<file path="src/rtl/pea_pkg.sv">
// Shared definitions for the PEA host interface: token field layout, opcodes,
// writer FSM states and a constant log2 helper for sizing free-space ports.
package pea_pkg;

    localparam int CMD_MSB  = 15;
    localparam int CMD_LSB  = 8;
    localparam int ARG1_MSB = 7;
    localparam int ARG1_LSB = 5;
    localparam int ARG2_MSB = 4;
    localparam int ARG2_LSB = 0;

    localparam logic [7:0] OP_NOP       = 8'h00;
    localparam logic [7:0] OP_LOAD_COEF = 8'h01;
    localparam logic [7:0] OP_LOAD_DATA = 8'h02;
    localparam logic [7:0] OP_RUN       = 8'h03;

    typedef enum logic [1:0] {
        IDLE,
        WAIT_SPACE,
        WR_CTRL,
        WR_DATA
    } wr_state_t;

    // Ceiling log2; a 1024-word FIFO yields a 10-bit free-space count.
    function automatic int log2(input int value);
        int result;
        result = 0;
        for (int v = value - 1; v > 0; v = v >> 1) begin
            result = result + 1;
        end
        return result;
    endfunction

endpackage

</file>
<file path="src/rtl/pea_token_writer.sv">
// Host-side writer for the PEA input FIFOs: packs one request into a control
// token and streams its data words, only once both FIFOs can hold the command.
module pea_token_writer
    import pea_pkg::*;
#(
    parameter int WORD_SIZE   = 16,
    parameter int BUFFER_SIZE = 1024,
    parameter int MAX_DATA    = 32,
    localparam int FS_W       = log2(BUFFER_SIZE)
) (
    input  logic                 clk,
    input  logic                 rst,
    input  logic                 req_valid,
    output logic                 req_ready,
    input  logic [7:0]           req_cmd,
    input  logic [2:0]           req_arg1,
    input  logic [4:0]           req_arg2,
    input  logic [5:0]           req_ndata,
    input  logic                 src_valid,
    output logic                 src_ready,
    input  logic [WORD_SIZE-1:0] src_data,
    input  logic [FS_W-1:0]      control_free_space,
    input  logic [FS_W-1:0]      data_free_space,
    output logic                 control_wr_en,
    output logic [WORD_SIZE-1:0] control_out,
    output logic                 data_wr_en,
    output logic [WORD_SIZE-1:0] data_out,
    output logic                 done,
    output logic                 err
);

    wr_state_t            state, state_nxt;
    logic [7:0]           cmd_q, cmd_d;
    logic [2:0]           arg1_q, arg1_d;
    logic [4:0]           arg2_q, arg2_d;
    logic [5:0]           ndata_q, ndata_d;
    logic [5:0]           remaining_q, remaining_d;
    logic                 control_wr_en_d, data_wr_en_d, done_d, err_d;
    logic [WORD_SIZE-1:0] control_out_d, data_out_d;
    logic [WORD_SIZE-1:0] token;

    always_comb begin
        token                     = '0;
        token[CMD_MSB:CMD_LSB]    = cmd_q;
        token[ARG1_MSB:ARG1_LSB]  = arg1_q;
        token[ARG2_MSB:ARG2_LSB]  = arg2_q;
    end

    always_ff @(posedge clk or posedge rst) begin
        if (rst) begin
            state         <= IDLE;
            cmd_q         <= '0;
            arg1_q        <= '0;
            arg2_q        <= '0;
            ndata_q       <= '0;
            remaining_q   <= '0;
            control_wr_en <= 1'b0;
            control_out   <= '0;
            data_wr_en    <= 1'b0;
            data_out      <= '0;
            done          <= 1'b0;
            err           <= 1'b0;
        end else begin
            state         <= state_nxt;
            cmd_q         <= cmd_d;
            arg1_q        <= arg1_d;
            arg2_q        <= arg2_d;
            ndata_q       <= ndata_d;
            remaining_q   <= remaining_d;
            control_wr_en <= control_wr_en_d;
            control_out   <= control_out_d;
            data_wr_en    <= data_wr_en_d;
            data_out      <= data_out_d;
            done          <= done_d;
            err           <= err_d;
        end
    end

    // Space is checked once for the whole command; as sole writer we never
    // see it shrink, so per-word rechecks are unnecessary.
    always_comb begin
        state_nxt       = state;
        cmd_d           = cmd_q;
        arg1_d          = arg1_q;
        arg2_d          = arg2_q;
        ndata_d         = ndata_q;
        remaining_d     = remaining_q;
        control_wr_en_d = 1'b0;
        control_out_d   = control_out;
        data_wr_en_d    = 1'b0;
        data_out_d      = data_out;
        done_d          = 1'b0;
        err_d           = 1'b0;
        req_ready       = 1'b0;
        src_ready       = 1'b0;

        case (state)
            IDLE: begin
                req_ready = 1'b1;
                if (req_valid) begin
                    cmd_d   = req_cmd;
                    arg1_d  = req_arg1;
                    arg2_d  = req_arg2;
                    ndata_d = req_ndata;
                    if (int'(req_ndata) > MAX_DATA) begin
                        err_d = 1'b1;
                    end else begin
                        state_nxt = WAIT_SPACE;
                    end
                end
            end
            WAIT_SPACE: begin
                if ((control_free_space != '0) &&
                    (int'(data_free_space) >= int'(ndata_q))) begin
                    state_nxt = WR_CTRL;
                end
            end
            WR_CTRL: begin
                control_wr_en_d = 1'b1;
                control_out_d   = token;
                if (ndata_q == 6'd0) begin
                    done_d    = 1'b1;
                    state_nxt = IDLE;
                end else begin
                    remaining_d = ndata_q;
                    state_nxt   = WR_DATA;
                end
            end
            WR_DATA: begin
                src_ready = 1'b1;
                if (src_valid) begin
                    data_wr_en_d = 1'b1;
                    data_out_d   = src_data;
                    remaining_d  = remaining_q - 6'd1;
                    if (remaining_q == 6'd1) begin
                        done_d    = 1'b1;
                        state_nxt = IDLE;
                    end
                end
            end
            default: state_nxt = IDLE;
        endcase
    end

endmodule

</file>
<file path="config.mk">
export PLATFORM = sky130hd
export DESIGN_NAME = pea_token_writer
export DESIGN_NICKNAME = d
export VERILOG_FILES = /design/src/rtl/pea_pkg.sv /design/src/rtl/pea_token_writer.sv
export SDC_FILE = /design/constraint.sdc
export NUM_CORES = 1
export LEC_CHECK = 0
export BUFFER_PORTS_ARGS = -buffer_cell sky130_fd_sc_hd__buf_2
export CORE_MARGIN = 2
export CORE_UTILIZATION = 28
export CTS_BUF_LIST = sky130_fd_sc_hd__clkbuf_16
export DETAILED_ROUTE_END_ITERATION = 6
export PLACE_DENSITY = 0.59
export SYNTH_ARGS = -nofsm -noshare
export SYNTH_HDL_FRONTEND = slang
export SYNTH_SLANG_ARGS = --single-unit
</file>
<file path="constraint.sdc">
create_clock -name clk -period 5.06 [get_ports clk]
set_clock_uncertainty 0.2 [all_clocks]
set_input_delay 1.012 -clock clk [delete_from_list [all_inputs] [get_ports clk]]
set_output_delay 1.012 -clock clk [all_outputs]
set_load 0.01 [all_outputs]
</file>
==> out/results.txt, run 1 <==
Synth warn -> 0
CP top delay family -> simple AND/OR/NAND/NOR gates
Proportion of layout cells with a drive suffix above 1 -> 0.422
ANT nets after route -> 0
PwrDens -> 610 nW/um2
GRT Overall Usage -> 0.122
Max-cap violations -> 0
CTS sink count -> 66
Setup Buffers After CTS -> 0
Slew Limit Headroom -> 0.385
Number of setup violations in the final report -> 0
Initial Utilization -> 0.288
Seq cells post-synth -> 66
Gate count of the mapped netlist -> 250
Data required, critical path -> 5050 ps
Combinational share of power -> 0.329
Number of diodes -> 0
DRT Pass-1 Iters -> 4
Worst-margin pin slew -> 921 ps
Fmax -> 384 MHz
Die area -> 10900 um2
Initial antenna violation count -> 0
Wirelength per Cell -> 12.5 um
Grt ovf -> 0
Root Driver -> clkbuf_16
Mean Syn Cell Area -> 11.3 um2
Min Tclk post-route -> 2600 ps
Worst setup SP type -> register
Cells after DPL -> 475
Final worst slack -> 2460 ps
CTS buffer count -> 9
Pre-CTS WS -> 2420 ps
First-pass GRT wire length -> 10.5 mm
Number of I/O pins -> 100
Slowest-stage cell, CP -> nand2b_1
Area of the multi-input gates -> 1060 um2
Worst stage delay on the critical path -> 620 ps
Worst-Skew Late Latency -> 320 ps
Sw frac -> 0.341
Total number of vias -> 2156
Number of global-route vias before repair -> 2221
Residual DRC -> 0
Post_cts resized -> 0
Synth cell types -> 34
RSZ-0062 raised after global routing -> no
Fin. max-slew vios -> 0
Setup CP Type -> reg2reg
Hold_buf cts -> 0
Die Ht -> 104 um
Fin nets -> 423
Flop pwr share -> 0.404
Routability cong. -> 0.833
Crit Path Max Fanout -> 18
HP Class -> reg2reg
NetSw -> 0.776 mW
LEAKAGE -> 1.88 nW
CTS tree -> done
Detailed Route Iter0 Violations -> 62
Total Wirelength -> 6.14 mm
Worst setup EP type -> register
Total negative slack -> 0 ps
Post-route clock period utilization -> 0.515
Clk slew on worst S/H paths -> 60 ps
Worst path cell trace -> nand2b_1 > inv_2 > a21oi_2 > mux2i_1 > o21ai_1
Core outline area -> 9770 um2
Pin count of the biggest net entering global routing -> 45
Critical Path AT -> 2590 ps
Buf/Inv on CP -> 1
Port buffer count -> 99
Final-report hold violation count -> 0
Non-filler cells, final -> 491
CTS max path bufs -> 2
Maximum vdd drop -> 216 uV
Synthesis-to-finish area growth -> 32.4%
Sequential Area -> 1650 um2
Filler instances -> 1003
Int Pwr -> 1.50 mW
Outcome -> complete, no violations
Syn Std Cell Area -> 2820 um2
Clock network power share -> 0.267
Row Count -> 36
HPWL after detailed placement -> 4.51 mm
Net Count, Synth -> 320
Number of H-tree levels -> 3
Die W -> 104 um
Vias per inst -> 4.39
Seq/Total Area, Yosys -> 0.586
power groups by stage:
stage / combinational, mW / sequential [mW] / clock [mW]
after floorplan: 0.471 / 0.961 / 0
after global placement: 0.741 / 0.923 / 0
after detailed placement: 0.762 / 0.931 / 0
after CTS: 0.764 / 0.923 / 0.626
after global routing: 0.851 / 0.954 / 0.651
final: 0.748 / 0.920 / 0.607
cell usage after synthesis, drive strengths merged:
master   n  area [um2]
dfrtp   66        1650
nand2   61         234
mux2    34         383
o21ai   18        90.1
inv     13        51.3
ha       8         100
nor2     8        37.5
a21oi    7        38.8
buf      5        38.8
nor4     5        31.3
nand2b   4        25.0
nor3     4        20.0
clkbuf   3        11.3
a22oi    2        15.0
nand3    2        10.0
a31o     1        8.76
mux2i    1        10.0
nand3b   1        7.51
o211ai   1        7.51
o21a     1        7.51
o221ai   1        8.76
o22a     1        8.76
o22ai    1        6.26
or3      1        6.26
or4      1        7.51
through the flow:
step | hold WS [ps] | utilization | cell area [um2] | total power, mW
finish | 256 | 0.382 | 3730 | 2.27
detailed placement | 248 | 0.352 | 3440 | 1.69
CTS | 262 | 0.382 | 3730 | 2.31
global route | 281 | 0.382 | 3730 | 2.46
global placement | 249 | 0.352 | 3440 | 1.66
floorplan | 235 | - | 2820 | 1.43
cells in the final DEF, fill, tap and decap left out, types with 8 or more instances in the layout:
master     count
dfrtp_1       66
mux2_2        27
buf_2         99
ha_1           8
o21ai_1       10
nand2_1       59
o21ai_0        8
inv_1          9
clkbuf_16      9
layer usage:
layer,share of wire,up-vias,global-route usage
li1,-,1059,-
met1,0.45,1037,0.144
met2,0.50,56,0.210
met3,0.050,4,0.0414
met4,0.0080,0,0.0347
met5,0,-,0
worst paths after layout:
path	startpoint	to	slack [ps]	cells after the start
setup / recovery	state[0]	remaining_q[0]	2460	5
hold / removal	cmd_q[6]	control_out[14]	260	2
setup reg to reg	state[0]	remaining_q[0]	2460	5
hold reg to reg	cmd_q[6]	control_out[14]	260	2
max in group asynchronous	rst	control_out[12]	3110	3
min in group asynchronous	rst	data_out[9]	690	2
logic make-up after synthesis:
logic type,synth area share
adders and majority gates,0.0355
buffers and inverters,0.0360
DFF,0.586
AOI/OAI and AO/OA,0.0680
and+or+nand+nor,0.135
muxes,0.139
worst min-delay path, cell delays in order (launching register included):
cell and delay (ps):
dfrtp_1 330, nand2_1 50, nand2_1 40
flip-flops by register name, summed over array words and instances (netlist names):
name           cells
err                1
control_out       16
cmd_q              8
data_out          16
data_wr_en         1
state              2
done               1
remaining_q        6
control_wr_en      1
arg2_q             5
arg1_q             3
ndata_q            6
layout make-up:
class                           instances  share of cell area
Sequential cell                        66               0.443
Multi-Input combinational cell        163               0.285
Timing Repair Buffer                  100               0.135
Clock buffer                            9              0.0604
Tap cell                              133              0.0446
Clock inverter                          7              0.0185
Inverter                               13              0.0138
Power figures use the tool's default switching activity.
==> run 2, diff against run 1 <==
PLACE_DENSITY = 0.61   (was 0.59)
clock period = 2.1 ns   (was 5.06 ns; I/O delays follow)
==> out/results.txt, run 2 (same netlist as run 1, synthesis figures left out) <==
Worst setup SP type -> register
Vias per inst -> 4.38 (-0.27%)
Detailed Route Iter0 Violations -> 106 (+71%)
Die area -> 10900 um2 (unchanged)
Number of diodes -> 0 (unchanged)
Port buffer count -> 99 (unchanged)
Non-filler cells, final -> 501 (+2.0%)
CTS max path bufs -> 2 (unchanged)
Number of H-tree levels -> 3 (unchanged)
Number of I/O pins -> 100 (unchanged)
Total Wirelength -> 6.53 mm (+6.4%)
Worst-margin pin slew -> 485 ps (-436 ps)
Fmax -> 524 MHz (+36%)
Slew Limit Headroom -> 0.676 (+0.291)
Filler instances -> 990 (-1.3%)
Most frequent cells in the layout -> buf_2 (99), dfrtp_1 (66), nand2_1 (59), mux2_2 (27)
Largest registers -> control_out x16, data_out x16, cmd_q x8
RSZ-0062 raised after global routing -> no
Post-route clock period utilization -> 0.908 (+0.394)
Worst-Skew Late Latency -> 320 ps (about the same)
Data required, critical path -> 2100 ps (-2950 ps)
HP Class -> in2reg
Setup CP Type -> reg2reg
Crit Path Max Fanout -> 6 (-12)
Post-route cell area -> 3840 um2 (+3.0%)
Row Count -> 36 (unchanged)
CTS tree -> done
Total number of vias -> 2194 (+1.8%)
ANT nets after route -> 0 (unchanged)
Total negative slack -> 0 ps (unchanged)
Number of global-route vias before repair -> 2213 (-0.36%)
Hold_buf cts -> 1 (+1)
Worst setup EP type -> register
Residual DRC -> 0 (unchanged)
PwrDens -> 1450 nW/um2 (+140%)
Overall power -> 5.57 mW (+150%)
Die Ht -> 104 um (unchanged)
Setup Buffers After CTS -> 0 (unchanged)
Fin. max-slew vios -> 0 (unchanged)
Core outline area -> 9770 um2 (unchanged)
Placement Cell Area -> 3540 um2 (+3.2%)
Cells after DPL -> 484 (+1.9%)
Number of setup violations in the final report -> 0 (unchanged)
Fin nets -> 433 (+2.4%)
Pre-CTS WS -> 198 ps (-2230 ps)
CTS sink count -> 66 (unchanged)
Wirelength per Cell -> 13.0 um (+4.2%)
Initial antenna violation count -> 0 (unchanged)
Final-report hold violation count -> 0 (unchanged)
Maximum vdd drop -> 475 uV (+120%)
LEAKAGE -> 1.94 nW (+3.2%)
Pin count of the biggest net entering global routing -> 29 (-36%)
Outcome -> complete, no violations
DRT Pass-1 Iters -> 4 (unchanged)
Root Driver -> clkbuf_16
Final worst slack -> 192 ps (-2260 ps)
GRT Overall Usage -> 0.126 (+0.00383)
Die W -> 104 um (unchanged)
Proportion of layout cells with a drive suffix above 1 -> 0.432 (+0.0103)
Commonest non-fill, non-tap cell in the layout -> buf_2
Synthesis-to-finish area growth -> 36.4%
HPWL after detailed placement -> 4.80 mm (+6.4%)
Initial Utilization -> 0.288 (unchanged)
Min Tclk post-route -> 1910 ps (-696 ps)
CTS buffer count -> 9 (unchanged)
Grt ovf -> 0 (unchanged)
Routability cong. -> 0.785 (-5.8%)
Critical Path AT -> 1900 ps (-690 ps)
Post_cts resized -> 0 (unchanged)
Max-cap violations -> 0 (unchanged)
Clk slew on worst S/H paths -> 60 ps (about the same)
First-pass GRT wire length -> 10.9 mm (+3.5%)
[run 2: worst paths after layout]
kind	from	cells past startpoint	slack, ps	end
max	ndata_q[0]	5	190	remaining_q[0]
min	req_ndata[3]	3	120	ndata_q[3]
max reg2reg	ndata_q[0]	5	190	remaining_q[0]
min reg2reg	arg2_q[4]	2	260	control_out[4]
max in group asynchronous	rst	4	720	control_out[10]
min in group asynchronous	rst	3	480	err
[run 2: routing by layer]
metal | track usage | part of all wire
met5 | 0 | 0
met4 | 0.0579 | 0.020
met3 | 0.0313 | 0.040
met2 | 0.206 | 0.49
met1 | 0.156 | 0.45
[run 2: layout make-up]
type | count | area (um2) | share of cell area
inverters | 13 | 55.1 | 0.0143
clock inverters | 7 | 61.3 | 0.0160
clock buffers | 9 | 225 | 0.0586
multi-input cells | 163 | 1060 | 0.277
well taps | 133 | 166 | 0.0433
flip-flops and latches | 66 | 1650 | 0.430
repair buffers | 110 | 618 | 0.161
[run 2: report_power, final]
part	switching [mW]	leakage (nW)	total, mW	internal (mW)
logic	1.04	0.979	1.95	0.914
clock network	0.527	0.148	1.43	0.905
registers	0.326	0.809	2.19	1.87
total	1.89	1.94	5.57	3.69
[run 2: metrics by stage]
step / hold slack [ps] / utilization
after global placement: 241 / 0.363
final: 116 / 0.393
after CTS: 101 / 0.393
after floorplan: 235 / -
after global routing: 109 / 0.393
after detailed placement: 253 / 0.363
[run 2: worst max-delay path: stages, from the launching register on]
cell	delay (ps)
dfrtp_1	400
nor4_1	310
nand3_1	210
a21oi_2	340
mux2i_1	240
o21ai_1	80
==> run 3, diff against run 2 <==
CORE_MARGIN = 3   (was 2)
==> out/results.txt, run 3 (same netlist as run 1, synthesis figures left out) <==
Number of global-route vias before repair -> 2213 (unchanged)
PwrDens -> 1470 nW/um2 (+1.5%)
Die area -> 11300 um2 (+3.9%)
Number of diodes -> 0 (unchanged)
Worst-Skew Late Latency -> 320 ps (about the same)
Wirelength per Cell -> 13.0 um (-0.42%)
Grt ovf -> 0 (unchanged)
CTS buffer count -> 9 (unchanged)
LEAKAGE -> 1.92 nW (-0.57%)
Post-route clock period utilization -> 0.895 (-0.0139)
Reg2Reg Depth -> 5 (unchanged)
ANT nets after route -> 0 (unchanged)
Total number of vias -> 2184 (-0.46%)
Fmax -> 532 MHz (+1.6%)
Clk slew on worst S/H paths -> 60 ps (about the same)
Number of I/O pins -> 100 (unchanged)
Worst-margin pin slew -> 354 ps (-131 ps)
Buf/Inv on CP -> 0 (unchanged)
Final-report hold violation count -> 5 (+5)
Pin count of the biggest net entering global routing -> 67 (+130%)
Max-cap violations -> 0 (unchanged)
CP Depth -> 5 (unchanged)
Fin nets -> 431 (-0.46%)
HP Class -> in2async
Number of setup violations in the final report -> 0 (unchanged)
GRT Overall Usage -> 0.120 (-0.00564)
CTS tree -> done
Min Tclk post-route -> 1880 ps (-29.2 ps)
Worst path cell trace -> nor4_1 > nand3_1 > o221ai_1 > o21ai_1 > a31o_2
Post-Route M1 WL -> 2.75 mm (-6.3%)
Core outline area -> 9500 um2 (-2.8%)
Die Ht -> 106 um (+1.9%)
CTS max path bufs -> 2 (unchanged)
Top Metal Used -> met4
Maximum vdd drop -> 465 uV (-2.2%)
Proportion of layout cells with a drive suffix above 1 -> 0.437 (+0.00509)
Row Count -> 35 (-2.8%)
Met2 wire len -> 3.25 mm (+1.6%)
Setup Buffers After CTS -> 0 (unchanged)
Initial antenna violation count -> 0 (unchanged)
Fin. max-slew vios -> 0 (unchanged)
Number of H-tree levels -> 3 (unchanged)
Overall power -> 5.64 mW (+1.2%)
Total Wirelength -> 6.42 mm (-1.6%)
Critical Path AT -> 1890 ps (about the same)
Vias per inst -> 4.41 (+0.75%)
Slew Limit Headroom -> 0.764 (+0.0878)
Port buffer count -> 99 (unchanged)
Die W -> 106 um (+1.9%)
Crit Path Max Fanout -> 4 (-2)
DR WL met3 -> 380 um (+45%)
Commonest non-fill, non-tap cell in the layout -> buf_2
Synthesis-to-finish area growth -> 36.0%
CTS sink count -> 66 (unchanged)
Failing checks -> hold timing
Root Driver -> clkbuf_16
HPWL after detailed placement -> 4.77 mm (-0.53%)
Worst setup SP type -> register
Slowest-stage cell, CP -> dfrtp_1
Total negative slack -> 0 ps (unchanged)
Worst stage delay on the critical path -> 410 ps (about the same)
Detailed Route Iter0 Violations -> 53 (-50%)
Largest registers -> control_out x16, data_out x16, cmd_q x8
Outcome -> complete, but fails checks
RSZ-0062 raised after global routing -> no
Initial Utilization -> 0.296 (+0.00823)
Residual DRC -> 0 (unchanged)
Most frequent cells in the layout -> buf_2 (99), dfrtp_1 (66), nand2_1 (59), mux2_2 (27), o21ai_1 (10)
DRT Pass-1 Iters -> 4 (unchanged)
Routability cong. -> 0.781 (-0.43%)
CP top delay family -> compound AO/OA/AOI/OAI gates
Hold_ws -> -14.2 ps (-130 ps)
Filler instances -> 976 (-1.4%)
Setup CP Type -> reg2reg
Post_cts resized -> 0 (unchanged)
Hold_buf cts -> 0 (-1)
Worst setup EP type -> register
Data required, critical path -> 2110 ps (about the same)
First-pass GRT wire length -> 10.7 mm (-1.3%)
run 3: cell types whose count changed in the layout (fill, tap and decap cells not counted):
| cell | previous run | this run |
|---|---|---|
| clkinv_1 | 1 | 0 |
| inv_6 | 0 | 2 |
| a21oi_2 | 1 | 0 |
| dlygate4sd3_1 | 1 | 0 |
| clkinv_2 | 3 | 1 |
| clkinvlp_4 | 1 | 2 |
| buf_12 | 3 | 2 |
| clkinv_4 | 1 | 2 |
| a21oi_4 | 0 | 1 |
| inv_1 | 10 | 9 |
run 3: worst reg2reg max path: stages, from the launching register on:
cell and delay, ps:
dfrtp_1 410, nor4_1 310, nand3_1 250, o221ai_1 300
o21ai_1 100, a31o_2 220
run 3: power breakdown:
group	switching (mW)	internal (mW)
logic	1.04	0.926
registers	0.320	1.87
clock network	0.561	0.928
total	1.92	3.72
run 3: final cells by class:
type | count | area [um2] | area share
multi-input combinational | 163 | 1070 | 0.280
tap | 129 | 161 | 0.0421
clock buffer | 9 | 225 | 0.0588
clock inverter | 7 | 77.6 | 0.0203
timing repair buffer | 108 | 588 | 0.154
sequential | 66 | 1650 | 0.431
inverter | 13 | 55.1 | 0.0144
run 3: layer usage:
layer | GRT usage | vias to the layer above
met2 | 0.206 | 64
met3 | 0.0340 | 3
met4 | 0.0361 | 0
met5 | 0 | -
met1 | 0.147 | 1043
li1 | - | 1074
run 3: worst paths after layout:
check	from	endpoint	slack (ps)
max reg2reg	ndata_q[0]	state[0]	220
min reg2reg	arg2_q[1]	control_out[1]	260
min	rst	data_out[0]	-10
min in group clk	req_ndata[4]	ndata_q[4]	110
max	ndata_q[0]	state[0]	220
max in group asynchronous	rst	data_out[14]	1420
run 3: through the flow:
stage / cell area (um2) / worst slack (ps) / utilization / hold WS (ps) / instances
6_report: 3830 / 221 / 0.403 / -14.2 / 495
5_1_grt: 3830 / 74.2 / 0.403 / 26.8 / 495
4_1_cts: 3820 / 188 / 0.402 / 3.46 / 495
3_5_place_dp: 3520 / 204 / 0.370 / 249 / 479
3_3_place_gp: 3520 / 250 / 0.370 / 241 / 479
2_1_floorplan: 2820 / 418 / - / 235 / 250
